### config.mk
export PLATFORM = sky130hd
export DESIGN_NAME = uart_alu_frame
export DESIGN_NICKNAME = d
export VERILOG_FILES = /design/src/rtl/uart_alu_pkg.sv /design/src/rtl/uart_alu_accum.sv /design/src/rtl/uart_alu_frame.sv
export SDC_FILE = /design/constraint.sdc
export NUM_CORES = 1
export LEC_CHECK = 0
export ABC_AREA = 1
export CORE_UTILIZATION = 60
export CTS_CLUSTER_DIAMETER = 60
export DETAILED_ROUTE_END_ITERATION = 6
export PLACE_DENSITY = 0.8
export SLEW_MARGIN = 10
export SYNTH_ARGS = -nofsm -noshare
export SYNTH_HDL_FRONTEND = slang
export SYNTH_SLANG_ARGS = --single-unit
### constraint.sdc
create_clock -name clk_i -period 3.8 [get_ports clk_i]
set_clock_uncertainty 0.05 [all_clocks]
set_input_delay 0.76 -clock clk_i [delete_from_list [all_inputs] [get_ports clk_i]]
set_output_delay 0.76 -clock clk_i [all_outputs]
set_load 0.02 [all_outputs]
### src/rtl/uart_alu_pkg.sv
// Shared types and constants for the UART ALU command engine.
// UART_ALU_MUL_EN decides whether MUL (0x88) is a recognised opcode.
package uart_alu_pkg;

  localparam int DATA_WIDTH_DEF = 8;
  localparam int OPND_WIDTH_DEF = 32;
  localparam int HDR_BYTES      = 4;
  localparam int OPND_BYTES     = OPND_WIDTH_DEF / DATA_WIDTH_DEF;

  typedef enum logic [7:0] {
    OP_ECHO = 8'hEC,
    OP_ADD  = 8'hAD,
    OP_MUL  = 8'h88
  } opcode_e;

  typedef enum logic [2:0] {
    OPC, RSV, LENL, LENH, ECHO, OPND, RES, DRAIN
  } state_e;

  function automatic logic op_known(input logic [7:0] op);
`ifdef UART_ALU_MUL_EN
    return (op == OP_ECHO) || (op == OP_ADD) || (op == OP_MUL);
`else
    return (op == OP_ECHO) || (op == OP_ADD);
`endif
  endfunction

endpackage

### src/rtl/uart_alu_accum.sv
// Operand shift register and accumulator; bytes arrive LSB-first.
// The multiplier exists only when UART_ALU_MUL_EN is defined.
module uart_alu_accum
  import uart_alu_pkg::*;
#(
  parameter int DATA_WIDTH = DATA_WIDTH_DEF,
  parameter int OPND_WIDTH = OPND_WIDTH_DEF
) (
  input  logic                  clk_i,
  input  logic                  rst_ni,
  input  logic                  clr,
  input  logic [DATA_WIDTH-1:0] data_byte,
  input  logic                  byte_valid,
  input  logic [7:0]            op,
  input  logic                  first,
  output logic [OPND_WIDTH-1:0] acc,
  output logic                  word_done
);

  localparam int NB = OPND_WIDTH / DATA_WIDTH;
  localparam int CW = (NB > 1) ? $clog2(NB) : 1;

  logic [OPND_WIDTH-1:0] sr_q;
  logic [OPND_WIDTH-1:0] acc_q, acc_d;
  logic [OPND_WIDTH-1:0] word;
  logic [CW-1:0]         cnt_q;

  assign word      = {data_byte, sr_q[OPND_WIDTH-1:DATA_WIDTH]};
  assign word_done = byte_valid && (cnt_q == CW'(NB - 1));
  assign acc       = acc_q;

`ifdef UART_ALU_MUL_EN
  logic [OPND_WIDTH-1:0] prod;
  assign prod = acc_q * word;

  always_comb begin
    acc_d = acc_q;
    if (word_done) begin
      if (first)             acc_d = word;
      else if (op == OP_MUL) acc_d = prod;
      else                   acc_d = acc_q + word;
    end
  end
`else
  logic unused_op;
  assign unused_op = ^op;

  always_comb begin
    acc_d = acc_q;
    if (word_done) acc_d = first ? word : acc_q + word;
  end
`endif

  always_ff @(posedge clk_i) begin
    if (rst_ni || clr) begin
      sr_q  <= '0;
      acc_q <= '0;
      cnt_q <= '0;
    end else begin
      acc_q <= acc_d;
      if (byte_valid) begin
        sr_q  <= word;
        cnt_q <= word_done ? '0 : cnt_q + 1'b1;
      end
    end
  end

endmodule

### src/rtl/uart_alu_frame.sv
// Framed ALU command engine between UART RX and TX streams (ECHO/ADD, MUL under UART_ALU_MUL_EN).
// rst_ni is a synchronous ACTIVE-HIGH reset despite its name.
//   state | meaning
//   OPC   | wait for opcode byte
//   RSV   | reserved header byte
//   LENL  | length low byte
//   LENH  | length high byte, decide packet route
//   ECHO  | combinational pass-through of payload
//   OPND  | shift operands into accumulator
//   RES   | emit 4 result bytes
//   DRAIN | discard payload of a bad packet
module uart_alu_frame
  import uart_alu_pkg::*;
#(
  parameter int DATA_WIDTH = DATA_WIDTH_DEF,
  parameter int OPND_WIDTH = OPND_WIDTH_DEF
) (
  input  logic                  clk_i,
  input  logic                  rst_ni,
  input  logic [DATA_WIDTH-1:0] s_axis_tdata,
  input  logic                  s_axis_tvalid,
  output logic                  s_axis_tready,
  output logic [DATA_WIDTH-1:0] m_axis_tdata,
  output logic                  m_axis_tvalid,
  input  logic                  m_axis_tready,
  output logic                  err_o
);

  localparam int IDX_W = (OPND_BYTES > 1) ? $clog2(OPND_BYTES) : 1;

  state_e                state_q, state_d;
  logic [15:0]           rem_q, rem_d;
  logic [DATA_WIDTH-1:0] len_lo_q;
  logic [7:0]            op_q;
  logic [IDX_W-1:0]      res_idx_q, res_idx_d;
  logic                  err_q, err_d;
  logic                  first_q;
  logic                  hdr_done, acc_byte_valid, word_done, s_fire, bad_len;
  logic [15:0]           len_full, len_pay;
  logic [OPND_WIDTH-1:0] acc;

  assign s_fire   = s_axis_tvalid && s_axis_tready;
  assign len_full = {s_axis_tdata, len_lo_q};
  assign len_pay  = len_full - 16'(HDR_BYTES);
  assign bad_len  = (len_full < 16'(HDR_BYTES)) ||
                    ((op_q != OP_ECHO) && ((len_pay % 16'(OPND_BYTES)) != '0));
  assign err_o    = err_q && !rst_ni;

  always_comb begin
    state_d        = state_q;
    rem_d          = rem_q;
    res_idx_d      = res_idx_q;
    err_d          = 1'b0;
    hdr_done       = 1'b0;
    acc_byte_valid = 1'b0;
    s_axis_tready  = 1'b0;
    m_axis_tvalid  = 1'b0;
    m_axis_tdata   = '0;
    case (state_q)
      OPC: begin
        s_axis_tready = 1'b1;
        if (s_axis_tvalid) state_d = RSV;
      end
      RSV: begin
        s_axis_tready = 1'b1;
        if (s_axis_tvalid) state_d = LENL;
      end
      LENL: begin
        s_axis_tready = 1'b1;
        if (s_axis_tvalid) state_d = LENH;
      end
      LENH: begin
        s_axis_tready = 1'b1;
        if (s_axis_tvalid) begin
          hdr_done = 1'b1;
          if (bad_len || !op_known(op_q)) begin
            err_d   = 1'b1;
            state_d = DRAIN;
            rem_d   = (len_full < 16'(HDR_BYTES)) ? '0 : len_pay;
          end else if (len_pay == '0) begin
            state_d = (op_q == OP_ECHO) ? OPC : RES;
          end else begin
            state_d = (op_q == OP_ECHO) ? ECHO : OPND;
            rem_d   = len_pay;
          end
        end
      end
      ECHO: begin
        m_axis_tdata  = s_axis_tdata;
        m_axis_tvalid = s_axis_tvalid;
        s_axis_tready = m_axis_tready;
        if (s_axis_tvalid && m_axis_tready) begin
          rem_d = rem_q - 16'd1;
          if (rem_q == 16'd1) state_d = OPC;
        end
      end
      OPND: begin
        s_axis_tready = 1'b1;
        if (s_axis_tvalid) begin
          acc_byte_valid = 1'b1;
          rem_d          = rem_q - 16'd1;
          if (rem_q == 16'd1) state_d = RES;
        end
      end
      RES: begin
        m_axis_tvalid = 1'b1;
        m_axis_tdata  = acc[res_idx_q*DATA_WIDTH +: DATA_WIDTH];
        if (m_axis_tready) begin
          res_idx_d = res_idx_q + 1'b1;
          if (res_idx_q == IDX_W'(OPND_BYTES - 1)) state_d = OPC;
        end
      end
      DRAIN: begin
        s_axis_tready = (rem_q != '0);
        if (rem_q == '0) begin
          state_d = OPC;
        end else if (s_axis_tvalid) begin
          rem_d = rem_q - 16'd1;
          if (rem_q == 16'd1) state_d = OPC;
        end
      end
      default: state_d = OPC;
    endcase
    // Outputs read as idle during the reset cycle, whatever state is still held.
    if (rst_ni) begin
      s_axis_tready  = 1'b0;
      m_axis_tvalid  = 1'b0;
      m_axis_tdata   = '0;
      acc_byte_valid = 1'b0;
      hdr_done       = 1'b0;
    end
  end

  always_ff @(posedge clk_i) begin
    if (rst_ni) begin
      state_q   <= OPC;
      rem_q     <= '0;
      len_lo_q  <= '0;
      op_q      <= '0;
      res_idx_q <= '0;
      err_q     <= 1'b0;
      first_q   <= 1'b0;
    end else begin
      state_q   <= state_d;
      rem_q     <= rem_d;
      res_idx_q <= res_idx_d;
      err_q     <= err_d;
      if (state_q == OPC && s_fire)  op_q     <= s_axis_tdata;
      if (state_q == LENL && s_fire) len_lo_q <= s_axis_tdata;
      if (hdr_done)       first_q <= 1'b1;
      else if (word_done) first_q <= 1'b0;
    end
  end

  uart_alu_accum #(
    .DATA_WIDTH(DATA_WIDTH),
    .OPND_WIDTH(OPND_WIDTH)
  ) u_accum (
    .clk_i     (clk_i),
    .rst_ni    (rst_ni),
    .clr       (hdr_done),
    .data_byte (s_axis_tdata),
    .byte_valid(acc_byte_valid),
    .op        (op_q),
    .first     (first_q),
    .acc       (acc),
    .word_done (word_done)
  );

endmodule

==> out/results.ini, run 1 <==
[logic_synthesis]
yosys-top-cells-count=nand2_1 (249), nor2_1 (180), a21oi_1 (156)
ys_types=43
synth_area_per_cell_um2=6.20
syn-num-nets=1207
yosysMostFrequentCell=nand2_1
async_flop_share_pct=0
ys_warn_count=0
ys.flop_type=dfxtp_1
yosysTopAreaCell=dfxtp_1
synth_seq_cells=97
yosys-top-cells-area=dfxtp_1 (27%), nand2_1 (13%), a21oi_1 (11%)
synth_area_mm2=0.00718
synth_edf_count=0
ys_seq_area_share_pct=27.1
synthCells=1157
synth.top_cell.area_share_pct=27.1

[floorplanning]
dieArea_mm2=0.0124
io_pins=23
start_util_pct=62.3
core_mm2=0.0115
die_y_um=111
rows=39
die_x_um=111

[power_and_ir_drop]
p_leak_uw=0.00352
powerDensity_mw_per_mm2=289
ir_worst_vdd_mv=0.274

[sta]
fmax_mhz=289
min_period_ps=3460
slew_headroom_pct=30.0
setup_viol=0
maxSlewViolCount=0
hold_viol_final=0
post-route-period-util_pct=91.2
worstMarginPinSlew_ps=1050
rsz0062_at_grt=false
tns_ps=0
whs_ps=408

[setup_path]
end_kind=output pin
rrSetupSlack_ps=1250
cp.required_ps=2990
path_max_fanout=4
cp-start-kind=flip-flop
cp_num_buf_inv=3
worstSetupPathType=reg2out
ff2ff_path_depth=15
crit_chain=inv_1 > ha_1 > inv_1 > nor2_1 > nand2_1 > nor2_1 > nand2_1 > nand2_1 > a41oi_2 > clkdlybuf4s50_1
crit_top_cell=nand2_1
cp_data_arrival_time_ps=2650
cp_top_family=simple AND/OR/NAND/NOR gates
cpPeakStageDelay_ps=600
r2r_end=u_accum.acc[26]$_SDFFE_PP0P_
crit-reg2reg-launch=u_accum.acc[0]$_SDFFE_PP0P_
cp.depth=10
crit_slowest_cell=clkdlybuf4s50_1
endpoint=s_axis_tready
startpoint=rem_q[0]$_SDFFE_PP0P_

[route]
drt_iter0_drc=912
final_antenna_net_count=0
firstDrtPassIters=7
vias=7876
routed_wl_mm=21.7
drc=4
wl_per_cell_um=16.6
routed_via_density=6.03

[clocking]
clockBufferDepth=2
cts_resized=0
cts-root-buf=clkbuf_16
numCtsBuffers=9
ctsHoldBuffers=0
path_clk_slew_ps=70
cts_setup_buffers=0
tritoncts=built
clock_latency_ps=350
cts.sinks=97
cts_max_level=3

[global_routing]
grt_remaining_overflow=0
antenna_found_initial=0
grt_max_degree=41
grt_usage_pct=35.2
grt_pass1_vias=6918
grt_pass1_wl_mm=34.8

[outcome]
violations=DRC
status=finished, violations left

[placed_design]
gp_congestion=0.943
hpwl_mm=16.3
numPortBuffers=22

[cells_and_area]
syn_to_final_growth_pct=8.33
antenna_cells=0
nets=1209
layout-drive-gt1-share_pct=4.38
fillCellCount=1059

[hold_path]
hold_path_class=reg2reg

[flow_run]
drv_cap=0

-- report_power, final --
part           total (uW)  internal (uW)  switching, uW
clock network         947            522            426
logic                 255           88.1            166
registers            1040           1030           13.2
total                2240           1640            605
-- kinds of logic (layout without fill, tap and decap cells) --
family | after synthesis | in the layout | share of synthesized area, %
and+or+nand+nor | 552 | 552 | 32.5
xor gates and xnor gates | 27 | 27 | 3.30
AOI/OAI and AO/OA | 296 | 296 | 22.1
buffers and inverters | 147 | 154 | 8.33
DFF | 97 | 97 | 27.1
adders and majority gates | 38 | 38 | 6.73
-- worst min path at each step --
stage                    startpoint              endpoint  slack [ps]  cells after the start
2_1_floorplan  op_q[1]$_SDFFE_PP0P_  op_q[1]$_SDFFE_PP0P_         380                      2
3_3_place_gp   op_q[1]$_SDFFE_PP0P_  op_q[1]$_SDFFE_PP0P_         390                      2
3_5_place_dp   op_q[1]$_SDFFE_PP0P_  op_q[1]$_SDFFE_PP0P_         400                      2
4_1_cts        op_q[1]$_SDFFE_PP0P_  op_q[1]$_SDFFE_PP0P_         410                      2
5_1_grt        op_q[1]$_SDFFE_PP0P_  op_q[1]$_SDFFE_PP0P_         430                      2
6_report       op_q[1]$_SDFFE_PP0P_  op_q[1]$_SDFFE_PP0P_         410                      2
-- metrics by stage --
step	instance area, um^2	util, %	setup slack, ps	instances	total power (uW)
2_1_floorplan	7180	-	1470	1157	1240
6_report	7770	67.5	336	1307	2240
3_3_place_gp	7470	64.9	508	1291	1310
4_1_cts	7770	67.5	381	1307	2250
5_1_grt	7770	67.5	175	1307	2320
3_5_place_dp	7470	64.9	519	1291	1310
-- state kept, by name, summed over array words and instances, names as in the netlist --
| name | count |
|---|---|
| u_accum.acc | 32 |
| u_accum.sr_q | 24 |
| rem_q | 16 |
| len_lo_q | 8 |
| op_q | 8 |
| state_q | 3 |
| res_idx_q | 2 |
| u_accum.cnt_q | 2 |
| err_q | 1 |
| first_q | 1 |
-- worst register-to-register path: cells and delay by family, from the launching register on --
family / cells / cell delay, ps
and+or+nand+nor: 10 / 1170
buffers and inverters: 2 / 220
adders and majority gates: 2 / 580
AOI/OAI and AO/OA: 1 / 50
DFF: 1 / 360
-- layout make-up --
cell class | instances | area, um^2 | share of cell area, %
multi-input cells | 913 | 4640 | 59.6
flip-flops and latches | 97 | 1940 | 25.0
inverters | 101 | 379 | 4.88
repair buffers | 37 | 333 | 4.28
clock buffers | 10 | 229 | 2.95
well taps | 143 | 179 | 2.30
clock inverters | 6 | 76.3 | 0.982
-- layout by cell type (no fill, tap or decap), types with 10 or more instances in the layout --
cell type,netlist,routed
o21ai_0,103,103
inv_1,97,97
nor2_1,180,180
nand4_1,10,10
xor2_1,22,22
a21oi_1,156,156
buf_4,4,15
nand3_1,66,66
nand3b_1,15,15
nor3_1,12,12
clkdlybuf4s50_1,0,22
ha_1,37,37
nand2_1,249,249
dfxtp_1,97,97
-- metal layers --
layer | vias to the layer above | global-route usage [%] | share of wire [%]
li1 | 3861 | - | -
met1 | 3579 | 49.9 | 45
met2 | 398 | 53.7 | 42
met3 | 38 | 8.00 | 12
met4 | 0 | 9.73 | 2.1
met5 | - | 0 | 0
Note: power is estimated with default switching activity, not from simulation.
==> run 2, diff against run 1 <==
--- a/config.mk
+++ b/config.mk
@@ -9,6 +9,7 @@
 export CORE_UTILIZATION = 60
 export CTS_CLUSTER_DIAMETER = 60
 export DETAILED_ROUTE_END_ITERATION = 6
+export GPL_ROUTABILITY_DRIVEN = 0
 export PLACE_DENSITY = 0.8
 export SLEW_MARGIN = 10
 export SYNTH_ARGS = -nofsm -noshare
==> out/results.ini, run 2 (synthesis gave the netlist of run 1 again) <==
[setup_path]
cp.required_ps=2990
cp-start-kind=flip-flop
path_max_fanout=4
end_kind=output pin
ff2ff_path_depth=16
cp_data_arrival_time_ps=2660
worstSetupPathType=reg2out

[sta]
setup_ws_ps=334
hold_viol_final=0
whs_ps=415
worstMarginPinSlew_ps=1040
post-route-period-util_pct=91.2
rsz0062_at_grt=false
setup_viol=0
slew_headroom_pct=30.8
min_period_ps=3470
maxSlewViolCount=0
fmax_mhz=288
tns_ps=0

[clocking]
cts-root-buf=clkbuf_16
numCtsBuffers=9
tritoncts=built
cts.sinks=97
path_clk_slew_ps=70
cts_resized=0
ctsHoldBuffers=0
cts_setup_buffers=0
cts_max_level=3
clockBufferDepth=2
clock_latency_ps=360

[route]
drc=4
final_antenna_net_count=0
routed_wl_mm=21.9
vias=7844
routed_via_density=6.02
drt_iter0_drc=963
firstDrtPassIters=7
wl_per_cell_um=16.8

[placed_design]
hpwl_mm=16.1
numPortBuffers=22
pre_cts_ws_ps=326

[cells_and_area]
mostFrequentLayoutCell=nand2_1
largest_reg_flops=32
layout-drive-gt1-share_pct=4.22
final_cell_mix=nand2_1 (249), nor2_1 (180), a21oi_1 (156), o21ai_0 (103)
post-route-util_pct=67.2
fillCellCount=1056
antenna_cells=0
nets=1206
syn_to_final_growth_pct=7.92

[floorplanning]
rows=39
die_x_um=111
die_y_um=111
io_pins=23
dieArea_mm2=0.0124
core_mm2=0.0115
start_util_pct=62.3

[global_routing]
grt_usage_pct=36.3
antenna_found_initial=0
grt_pass1_wl_mm=36.2
grt_pass1_vias=7231
grt_max_degree=46
grt_remaining_overflow=0

[outcome]
violations=DRC
status=finished, violations left

[hold_path]
hold_depth=2
hold_path_class=reg2reg

[power_and_ir_drop]
p_leak_uw=0.00352
powerDensity_mw_per_mm2=284
power_uw=2200
ir_worst_vdd_mv=0.287

[flow_run]
drv_cap=0

==> run 2: cell type report <==
cell class              count  area [um^2]  area share [%]
well taps                 143          179            2.31
clock buffers               9          225            2.91
clock inverters             7         60.1           0.776
repair buffers             34          323            4.17
inverters                 101          379            4.90
multi-input cells         913         4640            59.9
flip-flops and latches     97         1940            25.1
==> run 2: per-stage QoR <==
step                cell area (um^2)  cells
floorplan                       7180   1157
global placement                7460   1288
detailed placement              7460   1288
CTS                             7740   1304
global route                    7740   1304
finish                          7740   1304
==> run 2: critical path, stage by stage (launching register included) <==
cell             delay [ps]
dfxtp_1                 330
inv_1                   130
ha_1                    190
inv_1                    50
nor2_1                  150
nand2_1                 150
nor2_1                  230
nand2_1                 160
nand2_1                 140
a41oi_2                 180
clkdlybuf4s50_1         600
==> run 2: per-layer routing <==
layer / up-vias / share of wire, % / track usage, %
li1: 3854 / - / -
met1: 3508 / 45 / 52.4
met2: 428 / 41 / 53.1
met3: 54 / 11 / 7.35
met4: 0 / 3.0 / 13.9
met5: - / 0 / 0
==> run 2: power breakdown <==
group | internal [uW] | total, uW | switching [uW]
sequential | 1030 | 1040 | 12.9
combinational | 88.9 | 254 | 165
clock | 458 | 902 | 444
total | 1580 | 2200 | 622
==> run 2: path summary, 6_finish.rpt <==
kind                            slack, ps                      endpoint                         from
worst max register to register       1250  u_accum.acc[26]$_SDFFE_PP0P_  u_accum.acc[0]$_SDFFE_PP0P_
worst max-delay path                  330                 s_axis_tready        rem_q[0]$_SDFFE_PP0P_
worst min-delay path                  420          op_q[5]$_SDFFE_PP0P_         op_q[5]$_SDFFE_PP0P_
worst min register to register        420          op_q[5]$_SDFFE_PP0P_         op_q[5]$_SDFFE_PP0P_
==> run 3, diff against run 2 <==
--- a/config.mk
+++ b/config.mk
@@ -10,7 +10,7 @@
 export CTS_CLUSTER_DIAMETER = 60
 export DETAILED_ROUTE_END_ITERATION = 6
 export GPL_ROUTABILITY_DRIVEN = 0
-export PLACE_DENSITY = 0.8
+export PLACE_DENSITY_LB_ADDON = 0.08
 export SLEW_MARGIN = 10
 export SYNTH_ARGS = -nofsm -noshare
 export SYNTH_HDL_FRONTEND = slang
==> out/results.ini, run 3 (synthesis gave the netlist of run 1 again) <==
[setup_path]
cp.required_ps=2990
path_max_fanout=4
cp_data_arrival_time_ps=2700
crit-reg2reg-launch=rem_q[0]$_SDFFE_PP0P_
ff2ff_path_depth=13
crit_chain=inv_1 > ha_1 > inv_1 > nor2_1 > nand2_1 > nor2_1 > nand2_1 > nand2_1 > a41oi_2 > clkdlybuf4s50_1
worstSetupPathType=reg2out
cp-start-kind=flip-flop
end_kind=output pin
cpPeakStageDelay_ps=590
rrSetupSlack_ps=1300
r2r_end=len_lo_q[4]$_SDFFE_PP0P_
crit_top_cell=nand2_1
crit_slowest_cell=clkdlybuf4s50_1

[sta]
worstMarginPinSlew_ps=1040
hold_viol_final=0
rsz0062_at_grt=false
maxSlewViolCount=0
fmax_mhz=285
whs_ps=408
tns_ps=0
post-route-period-util_pct=92.2
slew_headroom_pct=30.6
setup_ws_ps=295
min_period_ps=3510
setup_viol=0

[outcome]
status=finished, violations left
violations=DRC

[clocking]
cts_max_level=3
cts_resized=0
cts-root-buf=clkbuf_16
path_clk_slew_ps=70
clockBufferDepth=2
tritoncts=built
cts_setup_buffers=0
ctsHoldBuffers=0
cts.sinks=97
clock_latency_ps=350
numCtsBuffers=9

[route]
drt_iter0_drc=952
wl_per_cell_um=16.7
routed_wl_mm=21.8
routed_via_density=5.98
vias=7800
firstDrtPassIters=7
final_antenna_net_count=0
drc=9

[cells_and_area]
largest_reg_flops=32
syn_to_final_growth_pct=7.97
final_cell_mix=nand2_1 (249), nor2_1 (180), a21oi_1 (156), o21ai_0 (103)
antenna_cells=0
layout-drive-gt1-share_pct=4.22
fillCellCount=1117
fin_cells=1304
nets=1207
mostFrequentLayoutCell=nand2_1

[hold_path]
holdPathEnd=op_q[1]$_SDFFE_PP0P_
hold_path_class=reg2reg
hold_depth=2
hold_start=op_q[1]$_SDFFE_PP0P_

[floorplanning]
rows=39
die_y_um=111
start_util_pct=62.3
io_pins=23
die_x_um=111
dieArea_mm2=0.0124
core_mm2=0.0115

[power_and_ir_drop]
powerDensity_mw_per_mm2=286
power_uw=2210
ir_worst_vdd_mv=0.277
p_leak_uw=0.00351

[global_routing]
grt_max_degree=41
grt_usage_pct=35.5
grt_pass1_vias=6911
antenna_found_initial=0
grt_remaining_overflow=0
grt_pass1_wl_mm=35.0

[placed_design]
hpwl_mm=16.2
dp.cells=1289
numPortBuffers=22
pre_cts_ws_ps=420

[flow_run]
drv_cap=0

-- run 3: cell count changes in the layout (fill, tap and decap cells not counted) --
| cell | change |
|---|---|
| buf_4 | +2 |
| inv_6 | -2 |
| buf_12 | -1 |
| bufinv_16 | +1 |
| clkinvlp_4 | +1 |
| inv_8 | -1 |
-- run 3: area by class of cell --
cell class	count	area [um^2]	area share, %
Multi-Input combinational cell	913	4640	59.8
Tap cell	143	179	2.31
Sequential cell	97	1940	25.1
Inverter	101	379	4.89
Timing Repair Buffer	35	318	4.10
Clock buffer	9	225	2.91
Clock inverter	6	68.8	0.888
-- run 3: critical path, delay by kind of cell, from the launching register on --
kind | cells | cell delay (ps)
fa+ha+maj | 1 | 180
simple gates | 5 | 900
flops | 1 | 330
buf+inv | 3 | 760
compound gates | 1 | 180
-- run 3: routing by layer --
layer  global-route usage, %  wire, um  vias to the layer above
met4                    11.4       527                        0
li1                        -         -                     3852
met2                    51.5      8950                      414
met5                       0         0                        -
met3                    7.57      2490                       48
met1                    52.1      9800                     3486
-- run 3: per-stage QoR --
| stage | cell area [um^2] | utilization (%) |
|---|---|---|
| CTS | 7750 | 67.3 |
| floorplan | 7180 | - |
| global route | 7750 | 67.3 |
| finish | 7750 | 67.3 |
| global placement | 7450 | 64.7 |
| detailed placement | 7450 | 64.7 |
-- run 3: worst max path at each step --
stage                                     start                            end  cells after the start
after detailed placement                 rst_ni  u_accum.sr_q[22]$_SDFFE_PP0P_                      8
after CTS                 rem_q[0]$_SDFFE_PP0P_                  s_axis_tready                     10
after floorplan                          rst_ni                  m_axis_tvalid                      2
after global routing      rem_q[0]$_SDFFE_PP0P_                  s_axis_tready                     10
after global placement          s_axis_tdata[6]         rem_q[14]$_SDFFE_PP0P_                     15
final                     rem_q[0]$_SDFFE_PP0P_                  s_axis_tready                     10
-- run 3: report_power, final --
part	switching [uW]	internal, uW	total [uW]
clock network	410	510	921
registers	12.7	1030	1040
logic	164	86.8	251
